`src/rtl/fetch_controller.sv`:
```
// PC sequencing and instruction fetch over a req/ack memory port.
// Optional fetch timeout enabled by defining FETCH_TIMEOUT_EN.
module fetch_controller #(
    parameter logic [31:0] RESET_PC       = 32'h0000_0000,
    parameter int unsigned TIMEOUT_CYCLES = 16
) (
    input  logic        Clk,
    input  logic        Rst_n,
    input  logic        Jump,
    input  logic        PCSrc,
    input  logic [15:0] Instr15_0,
    input  logic [25:0] Instr25_0,
    input  logic        Stall,
    input  logic        IMemAck,
    input  logic [31:0] IMemRdata,
    output logic        IMemReq,
    output logic [31:0] IMemAddr,
    output logic [31:0] PC,
    output logic [31:0] Instr,
    output logic        InstrValid,
    output logic        FetchErr,
    output logic [1:0]  DbgState
);

    // Handshake: a fetch completes on the cycle IMemReq=1 and IMemAck=1;
    // IMemAck at any other time is ignored.
    typedef enum logic [1:0] {
        S_IDLE  = 2'd0,
        S_FETCH = 2'd1,
        S_EXEC  = 2'd2,
        S_ERR   = 2'd3
    } state_e;

    state_e      state_q;
    logic [31:0] pc_q;
    logic [31:0] instr_q;
    logic        req_q;
    logic        valid_q;

    logic [31:0] pc_plus4;
    logic [31:0] pc_branch;
    logic [31:0] pc_jump;
    logic [31:0] next_pc;

    always_comb begin
        pc_plus4  = pc_q + 32'd4;
        pc_branch = pc_plus4 + {{14{Instr15_0[15]}}, Instr15_0, 2'b00};
        pc_jump   = {pc_plus4[31:28], Instr25_0, 2'b00};
        next_pc   = pc_plus4;
        if (Jump) begin
            next_pc = pc_jump;
        end else if (PCSrc) begin
            next_pc = pc_branch;
        end
    end

`ifdef FETCH_TIMEOUT_EN
    localparam int unsigned       CNT_W    = (TIMEOUT_CYCLES > 1) ? $clog2(TIMEOUT_CYCLES) : 1;
    localparam logic [CNT_W-1:0] CNT_LAST = CNT_W'(TIMEOUT_CYCLES - 1);

    logic [CNT_W-1:0] cnt_q;
    logic             err_q;
`endif

    always_ff @(posedge Clk or negedge Rst_n) begin
        if (!Rst_n) begin
            state_q <= S_IDLE;
            pc_q    <= RESET_PC;
            instr_q <= '0;
            req_q   <= 1'b0;
            valid_q <= 1'b0;
`ifdef FETCH_TIMEOUT_EN
            cnt_q   <= '0;
            err_q   <= 1'b0;
`endif
        end else begin
            case (state_q)
                S_IDLE: begin
                    state_q <= S_FETCH;
                    req_q   <= 1'b1;
                end
                S_FETCH: begin
                    if (IMemAck) begin
                        instr_q <= IMemRdata;
                        valid_q <= 1'b1;
                        req_q   <= 1'b0;
                        state_q <= S_EXEC;
`ifdef FETCH_TIMEOUT_EN
                        cnt_q   <= '0;
`endif
                    end
`ifdef FETCH_TIMEOUT_EN
                    // A late ack on the last allowed cycle still wins over the timeout.
                    else if (cnt_q == CNT_LAST) begin
                        req_q   <= 1'b0;
                        err_q   <= 1'b1;
                        state_q <= S_ERR;
                    end else begin
                        cnt_q <= cnt_q + 1'b1;
                    end
`endif
                end
                S_EXEC: begin
                    if (!Stall) begin
                        pc_q    <= next_pc;
                        valid_q <= 1'b0;
                        req_q   <= 1'b1;
                        state_q <= S_FETCH;
                    end
                end
                S_ERR: begin
                    req_q   <= 1'b0;
                    valid_q <= 1'b0;
                end
                default: begin
                    state_q <= S_IDLE;
                end
            endcase
        end
    end

    assign IMemReq    = req_q;
    assign IMemAddr   = pc_q;
    assign PC         = pc_q;
    assign Instr      = instr_q;
    assign InstrValid = valid_q;
    assign DbgState   = state_q;

`ifdef FETCH_TIMEOUT_EN
    assign FetchErr = err_q;
`else
    // Without the timeout the error state is unreachable; the parameter is kept for a uniform interface.
    logic unused_timeout;
    assign unused_timeout = (TIMEOUT_CYCLES == 0);
    assign FetchErr       = 1'b0;
`endif

endmodule

```
`config.mk`:
```
export PLATFORM = sky130hd
export DESIGN_NAME = fetch_controller
export DESIGN_NICKNAME = d
export VERILOG_FILES = /design/src/rtl/fetch_controller.sv
export SDC_FILE = /design/constraint.sdc
export NUM_CORES = 1
export LEC_CHECK = 0
export BUFFER_PORTS_ARGS = -buffer_cell sky130_fd_sc_hd__buf_4
export CAP_MARGIN = 25
export CORE_ASPECT_RATIO = 2
export CORE_MARGIN = 5
export CORE_UTILIZATION = 45
export CTS_BUF_LIST = sky130_fd_sc_hd__clkbuf_8
export CTS_CLUSTER_DIAMETER = 200
export DETAILED_ROUTE_END_ITERATION = 10
export PLACE_DENSITY_LB_ADDON = 0.12
export SLEW_MARGIN = 20
export SYNTH_ARGS = -nofsm -noshare
export SYNTH_HDL_FRONTEND = slang
export SYNTH_SLANG_ARGS = --single-unit
```
`constraint.sdc`:
```
create_clock -name Clk -period 4.9 [get_ports Clk]
set_input_delay 0.245 -clock Clk [delete_from_list [all_inputs] [get_ports Clk]]
set_output_delay 0.245 -clock Clk [all_outputs]
set_load 0.01 [all_outputs]
```
==> flow_summary.yaml, run 1 <==
outcome:
  status: "finished, violations left"
  violations: "hold timing"
route:
  wl_per_cell_um: 18.54
  drt_pass1_iterations: 5
  vias: 5046
  ant_nets: 0
  viasPerCell: 5.632
  first_iter_violations: 204
  drc: 0
  postRouteWirelength_um: 16610
die:
  row_count: 56
  die_h_um: 164.3
  die_w_um: 87.16
  io_pins: 181
  start_util_pct: 45.79
  dieArea_mm2: 0.01432
  core_mm2: 0.01170
power_and_ir_drop:
  pwr-share-clk_pct: 11.1
  internal_power_mw: 2.164
  ir_drop_mv: 0.2684
  p_switching_mw: 1.800
  seqPwrFrac_pct: 27.4
  swShare_pct: 45.41
  combPwrFrac_pct: 61.5
  pwr_density_cell_mw_per_mm2: 588.2
  total_leakage_power_nw: 3.267
logic_synthesis:
  synthArstFlopShare_pct: 100.0
  synth_warnings: 0
  syn_area_mm2: 0.005358
  synth_mux_area_share_pct: 9.201
  synthXorXnorAreaFrac_pct: 8.337
  synth-simple-area-share_pct: 16.51
  synth_edf_count: 0
  synthCells: 612
  synth_fa_ha_area_share_pct: 9.014
  synth_top_family_by_area: "compound AO/OA/AOI/OAI gates"
  ys_ff_latch: 66
  ys_types: 55
  synth_area_per_cell_um2: 8.754
  synth-compound-area-share_pct: 18.78
  yosysSeqAreaShare_pct: 30.83
  synth_ff_type: "dfrtp_1"
min_path:
  hold_class: "input port to async pin"
global_routing:
  grt_overflow: 0
  antenna_found_initial: 0
  grt_pass1_wl_um: 25960
  grt_max_degree: 67
  grt_usage_pct: 23.36
  grt_pass1_vias: 5158
sta:
  setup_tns_ns: 0
  setup_viol: 0
  hold_viol: 23
  timing.final.crit_period_ns: 4.221
  rsz0062_at_grt: "no"
  period_share_pct: 86.15
  maxSlewViolCount: 0
  setup_ws_ns: 0.6786
  relSlewSlack_pct: 38.80
  skew_ns: 0.01378
  worst_hold_slack_ns: -0.01900
  clock.fmax_mhz: 236.9
  tightestPinTransition_ns: 0.9170
place:
  routabilityCongestion: 0.9568
  dp_slack_ns: 0.7657
  dp_cells: 879
  io_buffer_count: 175
  dp_hpwl_um: 13220
  place_area_mm2: 0.006528
setup_path:
  cp.required_ns: 5.18
  startpoint_type: "register"
  critical_path_peak_fanout: 8
  arrival_ns: 4.50
  worst-setup-path-type: "register to register"
  crit_path_end_kind: "register"
clocking:
  cts_tree: "yes"
  ctsResizeCount: 0
  clock_sinks: 66
  cts-root-buf: "clkbuf_8"
  clk_path_buf_depth: 2
  htreeDepth: 3
  clk_latency_ns: 0.36
  clkTransAtPathRegs_ns: 0.09
  postCtsSetupBuffers: 0
  hold_buffers: 0
  numCtsBuffers: 9
final_layout:
  nets: 864
  stdcell_count: 896
  fill_cells: 1133
  post-route-cell-area_mm2: 0.006739
  layout_common_cells: "buf_4, dfrtp_1, nand2_1"
  area_growth_syn_to_layout_pct: 25.78
  antenna_cells: 0
  final_common_cell: "buf_4"
  drive_gt1_share_pct: 32.22
flow_run:
  maxCapViolations: 0
## power groups by stage
| stage | clock network [mW] | registers [mW] | logic [mW] |
|---|---|---|---|
| after global placement | 0 | 1.08 | 2.42 |
| after global routing | 0.471 | 1.13 | 2.65 |
| final | 0.440 | 1.08 | 2.44 |
| after CTS | 0.450 | 1.09 | 2.46 |
| after floorplan | 0 | 1.13 | 1.51 |
| after detailed placement | 0 | 1.10 | 2.44 |
## cell families after synthesis
family,after synthesis
simple gates,180
compound gates,163
buf+inv,68
flops,66
xor+xnor,51
mux,45
fa+ha+maj,38
other cells,1
## final cells by class
class | instances | area (um^2) | area share [%]
clock buffers | 9 | 123.9 | 1.838
flip-flops and latches | 66 | 1652 | 24.51
clock inverters | 7 | 60.06 | 0.8912
repair buffers | 178 | 1356 | 20.13
inverters | 9 | 33.78 | 0.5013
multi-input cells | 482 | 3332 | 49.44
well taps | 145 | 181.4 | 2.692
## cells in the mapped netlist, types with 2 or more instances
master    count  area [um^2]
a21boi_0      2        15.01
and4_1        6        52.55
nand3_1      19        95.09
o211ai_1      4        30.03
xor2_1       18        157.7
nor2_1       44        165.2
clkbuf_1     19        71.32
o21a_1        8        60.06
mux2_2       34        382.9
a21oi_1      45        225.2
nor2b_1       8        50.05
o21bai_1      3        22.52
xnor2_1      33        289.0
nand2_1      56        210.2
nand2b_1      4        25.02
and2_1        2        12.51
o21ai_0      46        230.2
nor3_1        7        35.03
mux2i_1      11        110.1
or3_1         6        37.54
a31o_2        2        17.52
o22ai_1       2        12.51
inv_1         9        33.78
nor3_2        2        20.02
and3_1        9        56.30
o31ai_1       2        15.01
a211oi_1     15        112.6
a31oi_1       7        43.79
ha_1         37        462.9
a21o_1       17        127.6
dfrtp_1      66         1652
nand4_1       9        56.30
buf_4        35        262.8
a211oi_2      2        25.02
buf_1         3        11.26
## flip-flops by register name, indices dropped and copies added, names as in the netlist
| signal | count |
|---|---|
| IMemReq | 1 |
| Instr | 32 |
| IMemAddr | 30 |
| DbgState | 2 |
| InstrValid | 1 |
## per-layer routing
layer / global-route usage [%] / up-vias / part of all wire (%) / routed length (um)
met5: 0 / - / 0 / 0
li1: - / 2417 / - / -
met1: 24.01 / 2365 / 34 / 5669
met2: 44.36 / 222 / 55 / 9059
met4: 11.10 / 0 / 4.1 / 676
met3: 3.765 / 42 / 7.3 / 1208
## per-stage QoR
| step | utilization, % | total power [mW] |
|---|---|---|
| finish | 57.59 | 3.964 |
| global placement | 55.78 | 3.503 |
| global route | 57.59 | 4.258 |
| detailed placement | 55.78 | 3.542 |
| CTS | 57.36 | 3.994 |
| floorplan | - | 2.641 |
## worst paths after layout
kind                          startpoint      endpoint  slack [ns]  cells past startpoint
max in group asynchronous          Rst_n     Instr[11]        4.34                      1
setup reg to reg             IMemAddr[4]  IMemAddr[31]        0.68                     16
min in group Clk           IMemRdata[28]     Instr[28]        0.11                      2
hold / removal                     Rst_n     Instr[30]       -0.02                      1
setup / recovery             IMemAddr[4]  IMemAddr[31]        0.68                     16
hold reg to reg                Instr[28]     Instr[28]        0.51                      1
## critical path, cell delays in order, from the launching register on
cell      delay [ns]
dfrtp_1         0.51
and4_1          0.30
and3_4          0.24
nand4_1         0.22
nor2_1          0.27
nand2_1         0.10
xnor2_1         0.17
ha_1            0.44
and3_1          0.25
and2_1          0.18
nand3_1         0.10
o31ai_2         0.40
a211oi_1        0.14
or3_1           0.36
and3_1          0.18
mux2i_1         0.17
xnor2_1         0.13
No activity file was read; power rests on OpenSTA's default activity.
==> inputs of run 2 (changes only) <==
--- a/config.mk
+++ b/config.mk
@@ -6,8 +6,7 @@
 export NUM_CORES = 1
 export LEC_CHECK = 0
 export BUFFER_PORTS_ARGS = -buffer_cell sky130_fd_sc_hd__buf_4
-export CAP_MARGIN = 25
-export CORE_ASPECT_RATIO = 2
+export CORE_ASPECT_RATIO = 0.9
 export CORE_MARGIN = 5
 export CORE_UTILIZATION = 45
 export CTS_BUF_LIST = sky130_fd_sc_hd__clkbuf_8
==> run 2 against run 1 <==
  * The run still ends with hold timing left
  * Clock skew decreased by 0.0024 ns
  * Clock power up 22%
  * Sequential power hardly changed
  * Register-to-register slack improved by 0.19 ns
  * Cell count is 1.2% higher
  * Fmax up 4.7%
  * Combinational power is 2% lower
  * Critical path depth unchanged
  * Die area is 0.90% lower
  * Sequential share of layout area fell by 0.12 points
  * Count of clock-buffer cells in the layout is the same
  * Via count down 2.6%
  * Critical endpoint unchanged
  * Largest power group unchanged
  * Highest routed layer unchanged
==> flow_summary.yaml, run 2 (synthesis results as in run 1) <==
clocking:
  ctsResizeCount: 0
  htreeDepth: 3
  clkTransAtPathRegs_ns: 0.08
  clk_path_buf_depth: 2
  clock_sinks: 66
  hold_buffers: 0
  cts-root-buf: "clkbuf_8"
  numCtsBuffers: 9
  postCtsSetupBuffers: 0
  cts_tree: "yes"
  clk_latency_ns: 0.37
sta:
  worst_hold_slack_ns: -0.03431
  clock.fmax_mhz: 248.0
  tightestPinTransition_ns: 0.9588
  maxSlewViolCount: 0
  timing.final.crit_period_ns: 4.032
  relSlewSlack_pct: 35.94
  period_share_pct: 82.28
  setup_tns_ns: 0
  skew_ns: 0.01142
  rsz0062_at_grt: "no"
  hold_viol: 12
  setup_viol: 0
global_routing:
  grt_pass1_wl_um: 25190
  grt_max_degree: 67
  grt_pass1_vias: 5002
  antenna_found_initial: 0
  grt_usage_pct: 21.73
  grt_overflow: 0
place:
  io_buffer_count: 175
  dp_hpwl_um: 11930
  dp_cells: 891
  place_area_mm2: 0.006549
  routabilityCongestion: 0.9100
power_and_ir_drop:
  swShare_pct: 43.52
  pwr_density_cell_mw_per_mm2: 590.4
  combPwrFrac_pct: 59.4
  p_switching_mw: 1.740
  pwr-share-clk_pct: 13.4
  power.total_mw: 3.998
  seqPwrFrac_pct: 27.2
  internal_power_mw: 2.258
  ir_drop_mv: 0.3236
  total_leakage_power_nw: 3.287
min_path:
  hold_class: "input port to async pin"
final_layout:
  layout_common_cells: "buf_4, dfrtp_1, nand2_1"
  largest_reg_flops: 32
  stdcell_count: 907
  final_common_cell: "buf_4"
  area_growth_syn_to_layout_pct: 26.41
  antenna_cells: 0
  drive_gt1_share_pct: 32.22
  multi_input_area_mm2: 0.003332
  post-route-cell-area_mm2: 0.006773
  fill_cells: 1065
  ff_latch_area_mm2: 0.001652
  nets: 864
setup_path:
  cpPeakStageDelay_ns: 0.48
  arrival_ns: 4.32
  cp.required_ns: 5.19
  crit_family: "simple AND/OR/NAND/NOR gates"
  worst-setup-path-type: "register to register"
  startpoint_type: "register"
  critical_path_peak_fanout: 8
  cp_slowest_cell: "dfrtp_1"
  crit_start: "IMemAddr[4]"
  worstPathCellList: "and4_1 > and3_4 > nand4_1 > nor2_1 > nand2_1 > xnor2_1 > ha_1 > and3_1 > and2_1 > nand3_1 > o31ai_2 > a211oi_1 > or3_1 > and3_1 > mux2i_1 > xnor2_1"
  cp.buffers_inverters: 0
  rr_startpoint: "IMemAddr[4]"
  crit_path_end_kind: "register"
route:
  drc: 0
  ant_nets: 0
  viasPerCell: 5.418
  drt_pass1_iterations: 4
  first_iter_violations: 269
  vias: 4914
  wl_per_cell_um: 17.12
  postRouteWirelength_um: 15530
outcome:
  status: "finished, violations left"
  violations: "hold timing"
die:
  die_w_um: 125.0
  dieArea_mm2: 0.01419
  start_util_pct: 46.48
  core_mm2: 0.01153
  row_count: 37
  io_pins: 181
  die_h_um: 113.5
flow_run:
  maxCapViolations: 0
-- run 2: power by group through the flow --
stage	clock network [mW]	logic, mW	registers (mW)
floorplan	0	1.51	1.13
global placement	0	2.34	1.08
detailed placement	0	2.37	1.10
CTS	0.553	2.38	1.09
global route	0.581	2.61	1.13
finish	0.535	2.38	1.09
-- run 2: per-layer routing --
layer | GRT usage (%) | wire length, um | vias up
li1 | - | - | 2414
met1 | 26.85 | 6593 | 2318
met2 | 36.98 | 7592 | 156
met3 | 6.695 | 1058 | 26
met4 | 6.069 | 284 | 0
met5 | 0 | 0 | -
-- run 2: path summary, 6_finish.rpt --
path / slack [ns] / to / cells past startpoint
worst max register to register: 0.87 / IMemAddr[31] / 16
min in group Clk: 0.11 / Instr[28] / 2
worst max-delay path: 0.87 / IMemAddr[31] / 16
worst min register to register: 0.51 / Instr[21] / 1
worst min-delay path: -0.03 / IMemAddr[11] / 1
max in group asynchronous: 4.33 / IMemAddr[29] / 1
-- run 2: worst register-to-register path: stages, from the launching register on --
cell	delay, ns
dfrtp_1	0.48
and4_1	0.29
and3_4	0.23
nand4_1	0.20
nor2_1	0.24
nand2_1	0.10
xnor2_1	0.16
ha_1	0.41
and3_1	0.20
and2_1	0.16
nand3_1	0.10
o31ai_2	0.42
a211oi_1	0.14
or3_1	0.35
and3_1	0.18
mux2i_1	0.17
xnor2_1	0.13
-- run 2: through the flow --
stage	worst slack (ns)	utilization, %
4_1_cts	0.8473	58.75
5_1_grt	0.4601	58.75
3_5_place_dp	0.8803	56.81
6_report	0.8681	58.75
2_1_floorplan	1.298	-
3_3_place_gp	1.022	56.81
-- run 2: final cells by class --
type                    instances  share of cell area [%]
inverters                       9                  0.4988
clock buffers                   9                   1.829
clock inverters                 7                   1.478
multi-input cells             482                   49.20
flip-flops and latches         66                   24.39
repair buffers                178                   19.73
well taps                     156                   2.882
